$ cat src/rtl/pressure_pkg.sv
// Shared widths, FSM state encoding and frame parity helper for the pressure sensor reader.
// Pure declarations: no latency, no flow control.
package pressure_pkg;

   localparam int DATA_W     = 6;
   localparam int FRAME_BITS = 7;

   typedef enum logic [1:0] {
      IDLE,
      WAIT_RDY,
      SHIFT,
      CHECK
   } state_t;

   // A frame is good when data bits plus the parity bit hold an odd number of ones.
   function automatic logic odd_parity_ok(input logic [FRAME_BITS-1:0] frame);
      return ^frame;
   endfunction

endpackage

$ cat src/rtl/pressure_serial_shifter.sv
// Serial receive engine: phase/bit counters, registered sclk, MSB-first shift register.
// done strobes on the edge that captures the last bit; the caller must hold run until then.
module pressure_serial_shifter
   import pressure_pkg::*;
#(
   parameter int BIT_CYCLES = 4
) (
   input  logic                  clk,
   input  logic                  rstN,
   input  logic                  clear,
   input  logic                  run,
   input  logic                  sdata,
   output logic                  sclk,
   output logic [FRAME_BITS-1:0] frame,
   output logic                  done
);

   localparam int PW = $clog2(BIT_CYCLES);
   localparam int BW = $clog2(FRAME_BITS);
   localparam logic [PW-1:0] PH_LAST  = PW'(BIT_CYCLES - 1);
   localparam logic [PW-1:0] PH_HALF  = PW'(BIT_CYCLES / 2);
   localparam logic [BW-1:0] BIT_LAST = BW'(FRAME_BITS - 1);

   logic [PW-1:0]         phase_q, phase_d;
   logic [BW-1:0]         bit_q, bit_d;
   logic [FRAME_BITS-1:0] shreg_q, shreg_d;
   logic                  sclk_q, sclk_d;
   logic                  sample;

   always_comb begin
      phase_d = phase_q;
      bit_d   = bit_q;
      shreg_d = shreg_q;
      sample  = run && (phase_q == PH_LAST);
      done    = sample && (bit_q == BIT_LAST);
      if (clear) begin
         phase_d = '0;
         bit_d   = '0;
         shreg_d = '0;
      end else if (run) begin
         phase_d = sample ? '0 : phase_q + 1'b1;
         if (sample) begin
            bit_d   = bit_q + 1'b1;
            shreg_d = {shreg_q[FRAME_BITS-2:0], sdata};
         end
      end
      // sclk is registered, so it follows the phase being entered, not the current one.
      sclk_d = run && (phase_d >= PH_HALF);
   end

   always_ff @(posedge clk or negedge rstN) begin
      if (!rstN) begin
         phase_q <= '0;
         bit_q   <= '0;
         shreg_q <= '0;
         sclk_q  <= 1'b0;
      end else begin
         phase_q <= phase_d;
         bit_q   <= bit_d;
         shreg_q <= shreg_d;
         sclk_q  <= sclk_d;
      end
   end

   assign sclk  = sclk_q;
   assign frame = shreg_q;

endmodule

$ cat src/rtl/pressure_sensor_reader.sv
// Pressure sensor acquisition: periodic convert handshake, 7-bit serial read, parity-checked 6-bit sample.
// pValid rises one clock after the last bit sample; no backpressure, starts are deferred while a frame is busy.
module pressure_sensor_reader
   import pressure_pkg::*;
#(
   parameter int SAMPLE_PERIOD = 1000,
   parameter int CONV_TIMEOUT  = 255,
   parameter int BIT_CYCLES    = 4
) (
   input  logic              clk,
   input  logic              rstN,
   input  logic              enable,
   input  logic              sReady,
   input  logic              sSdata,
   output logic              sConvert,
   output logic              sSclk,
   output logic [DATA_W-1:0] pData,
   output logic              pValid,
   output logic              pFault
);

   localparam int TW  = $clog2(SAMPLE_PERIOD + 1);
   localparam int TMW = $clog2(CONV_TIMEOUT + 1);
   localparam logic [TW-1:0]  TIMER_RELOAD = TW'(SAMPLE_PERIOD - 1);
   localparam logic [TMW-1:0] TMO_LAST     = TMW'(CONV_TIMEOUT - 1);

   state_t                state_q, state_d;
   logic [TW-1:0]         timer_q, timer_d;
   logic [TMW-1:0]        tmo_q, tmo_d;
   logic                  sconv_q, sconv_d;
   logic [DATA_W-1:0]     pdata_q, pdata_d;
   logic                  pvalid_q, pvalid_d;
   logic                  pfault_q, pfault_d;

   logic                  sh_clear;
   logic                  sh_run;
   logic                  sh_done;
   logic [FRAME_BITS-1:0] sh_frame;

   pressure_serial_shifter #(
      .BIT_CYCLES (BIT_CYCLES)
   ) u_shifter (
      .clk   (clk),
      .rstN  (rstN),
      .clear (sh_clear),
      .run   (sh_run),
      .sdata (sSdata),
      .sclk  (sSclk),
      .frame (sh_frame),
      .done  (sh_done)
   );

   always_comb begin
      state_d  = state_q;
      timer_d  = (timer_q != '0) ? timer_q - 1'b1 : timer_q;
      tmo_d    = tmo_q;
      sconv_d  = sconv_q;
      pdata_d  = pdata_q;
      pvalid_d = 1'b0;
      pfault_d = pfault_q;
      sh_clear = 1'b0;
      sh_run   = (state_q == SHIFT);

      case (state_q)
         IDLE: begin
            // The timer keeps running through a frame, so a late start fires here at once.
            if ((timer_q == '0) && enable && !sReady) begin
               state_d = WAIT_RDY;
               sconv_d = 1'b1;
               tmo_d   = '0;
               timer_d = TIMER_RELOAD;
            end
         end
         WAIT_RDY: begin
            if (sReady) begin
               sconv_d  = 1'b0;
               sh_clear = 1'b1;
               state_d  = SHIFT;
            end else if (tmo_q == TMO_LAST) begin
               sconv_d  = 1'b0;
               pfault_d = 1'b1;
               state_d  = IDLE;
            end else begin
               tmo_d = tmo_q + 1'b1;
            end
         end
         SHIFT: begin
            if (sh_done) begin
               state_d = CHECK;
            end
         end
         CHECK: begin
            if (odd_parity_ok(sh_frame)) begin
               pdata_d  = sh_frame[FRAME_BITS-1:1];
               pvalid_d = 1'b1;
               pfault_d = 1'b0;
            end else begin
               pfault_d = 1'b1;
            end
            state_d = IDLE;
         end
         default: state_d = IDLE;
      endcase
   end

   always_ff @(posedge clk or negedge rstN) begin
      if (!rstN) begin
         state_q  <= IDLE;
         timer_q  <= '0;
         tmo_q    <= '0;
         sconv_q  <= 1'b0;
         pdata_q  <= '0;
         pvalid_q <= 1'b0;
         pfault_q <= 1'b0;
      end else begin
         state_q  <= state_d;
         timer_q  <= timer_d;
         tmo_q    <= tmo_d;
         sconv_q  <= sconv_d;
         pdata_q  <= pdata_d;
         pvalid_q <= pvalid_d;
         pfault_q <= pfault_d;
      end
   end

   assign sConvert = sconv_q;
   assign pData    = pdata_q;
   assign pValid   = pvalid_q;
   assign pFault   = pfault_q;

endmodule

$ cat config.mk
export PLATFORM = sky130hd
export DESIGN_NAME = pressure_sensor_reader
export DESIGN_NICKNAME = d
export VERILOG_FILES = /design/src/rtl/pressure_pkg.sv /design/src/rtl/pressure_serial_shifter.sv /design/src/rtl/pressure_sensor_reader.sv
export SDC_FILE = /design/constraint.sdc
export NUM_CORES = 1
export LEC_CHECK = 0
export CAP_MARGIN = 0
export CORE_MARGIN = 2
export CORE_UTILIZATION = 62
export DETAILED_ROUTE_END_ITERATION = 7
export DONT_BUFFER_PORTS = 1
export PLACE_DENSITY = 0.78
export REMOVE_ABC_BUFFERS = 1
export SLEW_MARGIN = 10
export SYNTH_ARGS = -nofsm -noshare
export SYNTH_HDL_FRONTEND = slang
export SYNTH_SLANG_ARGS = --single-unit
$ cat constraint.sdc
create_clock -name clk -period 2.64 [get_ports clk]
set_input_delay 0.528 -clock clk [delete_from_list [all_inputs] [get_ports clk]]
set_output_delay 0.528 -clock clk [all_outputs]
set_load 0.01 [all_outputs]
==> results.md <==
* Status: complete, no violations
* Antenna cells at 0
* Area share of the largest cell type after synthesis at 50.72%
* Pin count of the biggest net entering global routing at 43
* GRT overflow at 0
* TritonRoute pass-1 iters at 4
* Critical path data required time at 2930 ps
* Total CTS buffers at 5
* Clock sink count at 42
* I/O pin cnt at 15
* Reg2reg start: timer_q[1]$_DFF_PN0_
* First-pass GRT wire length at 6.203 mm
* Final setup vio count at 0
* Largest cells by area after synthesis: dfrtp_1 51%, a22o_1 4.2%, mux2_2 3.8%, ha_1 3.6%, nand2_1 2.2%
* Reg2Reg Depth at 6
* Max-slew headroom at 50.20%
* Vias/cell at 6.265
* Routed wire length at 3.735 mm
* Final WS setup at 317.3 ps
* Hold Startpoint: sReady
* Final period util at 87.98%
* Final Wtd Congestion at 0.9217
* Post-synth EDFFs at 0
* Via count at 1491
* Hold Vio Cnt, Final at 0
* PwrDens at 767.7 nW/um^2
* R2R setup slack at 320 ps
* Ratio of cells with drive above 1 in the final layout at 11.34%
* Syn Area/Cell at 11.02 sq um
* Dominant synthesized flop cell: dfrtp_1
* Number of buffers added for setup after CTS at 0
* Worst-Skew Late Latency at 360 ps
* Reg clk slew, reported paths at 130 ps
* Vias in the first global route at 1456
* Syn Inst Count at 188
* # rows at 20
* Hold depth at 1
* Die area at 3820 sq um
* Slew Viols, Final at 0
* Slew @ Worst Pin at 747.0 ps
* Area Overhead vs Synth at 7.065%
* DP Wirelength at 2.652 mm
* Buffers on Ports at 0
* Iteration-0 DRC Markers at 110
* Die H at 61.81 um
* RSZ-0062 raised after global routing: no
* Static leakage at 1.049 nW
* Tot Pwr at 1.703 mW
* Commonest non-fill, non-tap cell in the layout: dfrtp_1
* Post-route setup TNS at 0 ps
* Hold EP: u_shifter.bit_q[2]$_DFFE_PN0P_
* Post-CTS Resized at 0
* Critical path type: reg -> reg
* Startpoint types: register
* Wirelength per Cell at 15.69 um
* Critical path arrival at 2610 ps
* Die width at 61.81 um
* Critical Path End Type: register
* Cells after DPL at 228
* R2R Path End: timer_q[1]$_DFF_PN0_
* Nets at 204
* Register bit total from synthesis at 42
* CP Max Fanout at 9
* Ys async rst share at 100.0%
* GRT Resource Usage Total at 22.36%
* Peak supply drop at 0.0004674 V
* Post-route ant nets at 0
* Yosys top cell by area: dfrtp_1
* Pre-CTS WS at 333.7 ps
* Register area share after synthesis at 50.72%
* Initial antenna violation count at 0
* Hold Crit Class: in -> reg
* CTS max path bufs at 2
* Yosys warns at 0
* Root buffer cell: clkbuf_4
* FMAX at 0.4305 GHz
* Clock skew at 9.825 ps
* CTS H-Tree Depth at 2
* Post-Layout Cell Count at 238
* Most frequent cells in the layout: 42 x dfrtp_1, 12 x nand2_1, 10 x a22o_1
* CTS tree: built
* Core Util, Final at 70.92%
* Post-synthesis cell area at 2072 sq um
* Count of cell types in the netlist at 46
* Starting Density at 66.24%
* CORE AREA at 3128 sq um
* Max Cap Viol at 0
* Drt drc at 0
* Min Tclk post-route at 2323 ps
## worst max-delay path, stage by stage, from the launching register on
cell	delay, ps
dfrtp_1	420
inv_1	90
ha_1	310
nor3b_1	460
nand3_2	210
or4_1	600
o211ai_1	160
## area by class of cell
| class | count | area [sq um] |
|---|---|---|
| Clock inverter | 3 | 43.79 |
| Multi-Input combinational cell | 132 | 955.9 |
| Sequential cell | 42 | 1051 |
| Tap cell | 44 | 55.05 |
| Timing Repair Buffer | 4 | 45.04 |
| Inverter | 8 | 30.03 |
| Clock buffer | 5 | 37.54 |
| Fill cell | 224 | 909.6 |
## per-stage QoR
step / cell area, sq um / hold slack (ps)
global route: 2218 / 252.1
finish: 2218 / 247.3
global placement: 2107 / 233.2
detailed placement: 2107 / 233.4
floorplan: 2037 / 232.4
CTS: 2218 / 243.8
## Yosys cell counts (2+ instances only)
cell       number
nand2b_1        2
ha_1            6
o21ai_0         8
inv_1           8
and2_1          2
a21o_1          4
nor3b_1         3
or3_1           2
o22ai_1         2
nand2_1        12
xor2_1          5
a211oi_1        2
a31oi_1         3
mux2_2          7
nand3_1         6
and3_1          5
clkbuf_1        3
nor2_1          8
a21boi_0        2
o2bb2ai_1       3
nor2b_1         3
a21oi_1         7
mux2i_1         2
nand4_1         3
xnor2_1         2
nor3_1          7
dfrtp_1        42
a22o_1         10
xnor3_1         2
## how the worst max path moves through the flow
stage                               from              endpoint  cells past startpoint
floorplan           timer_q[0]$_DFF_PN0_  tmo_q[5]$_DFFE_PN0P_                      6
global placement    timer_q[0]$_DFF_PN0_  timer_q[1]$_DFF_PN0_                      6
detailed placement  timer_q[0]$_DFF_PN0_  timer_q[1]$_DFF_PN0_                      6
CTS                 timer_q[1]$_DFF_PN0_  timer_q[1]$_DFF_PN0_                      6
global route        timer_q[1]$_DFF_PN0_  timer_q[2]$_DFF_PN0_                      6
finish              timer_q[1]$_DFF_PN0_  timer_q[1]$_DFF_PN0_                      6
## flip-flops by register name, summed over array words and instances (netlist names), 2 cells and up, named ones only
register / flops
u_shifter.bit_q: 3
pData: 6
timer_q: 10
tmo_q: 8
u_shifter.phase_q: 2
u_shifter.frame: 7
## power breakdown
part	switching [mW]	leakage, nW	total [mW]	internal (mW)
logic	0.167	0.477	0.382	0.215
registers	0.133	0.526	0.898	0.766
clock network	0.221	0.0456	0.422	0.201
total	0.521	1.05	1.70	1.18
## layer usage
metal / track usage [%] / wire (um) / vias up
met3: 5.590 / 235 / 9
met2: 40.75 / 1810 / 57
met1: 25.20 / 1634 / 730
met4: 8.207 / 54 / 0
met5: 0 / 0 / -
li1: - / - / 695
## repair_timing
action                                  in CTS  in global routing
hold endpoints to repair                    42                  0
endpoints found under the setup margin       0                  0
hold buffers                                 2                  0
## cell families after synthesis
family / synth area share, %
AND/OR/NAND/NOR: 17.69
XOR/XNOR: 5.133
AO/OA/AOI/OAI: 14.92
flip-flops: 50.72
adder cells (fa/ha/maj): 3.623
multiplexers: 4.771
buffers and inverters: 3.140
No activity file was read; power rests on OpenSTA's default activity.
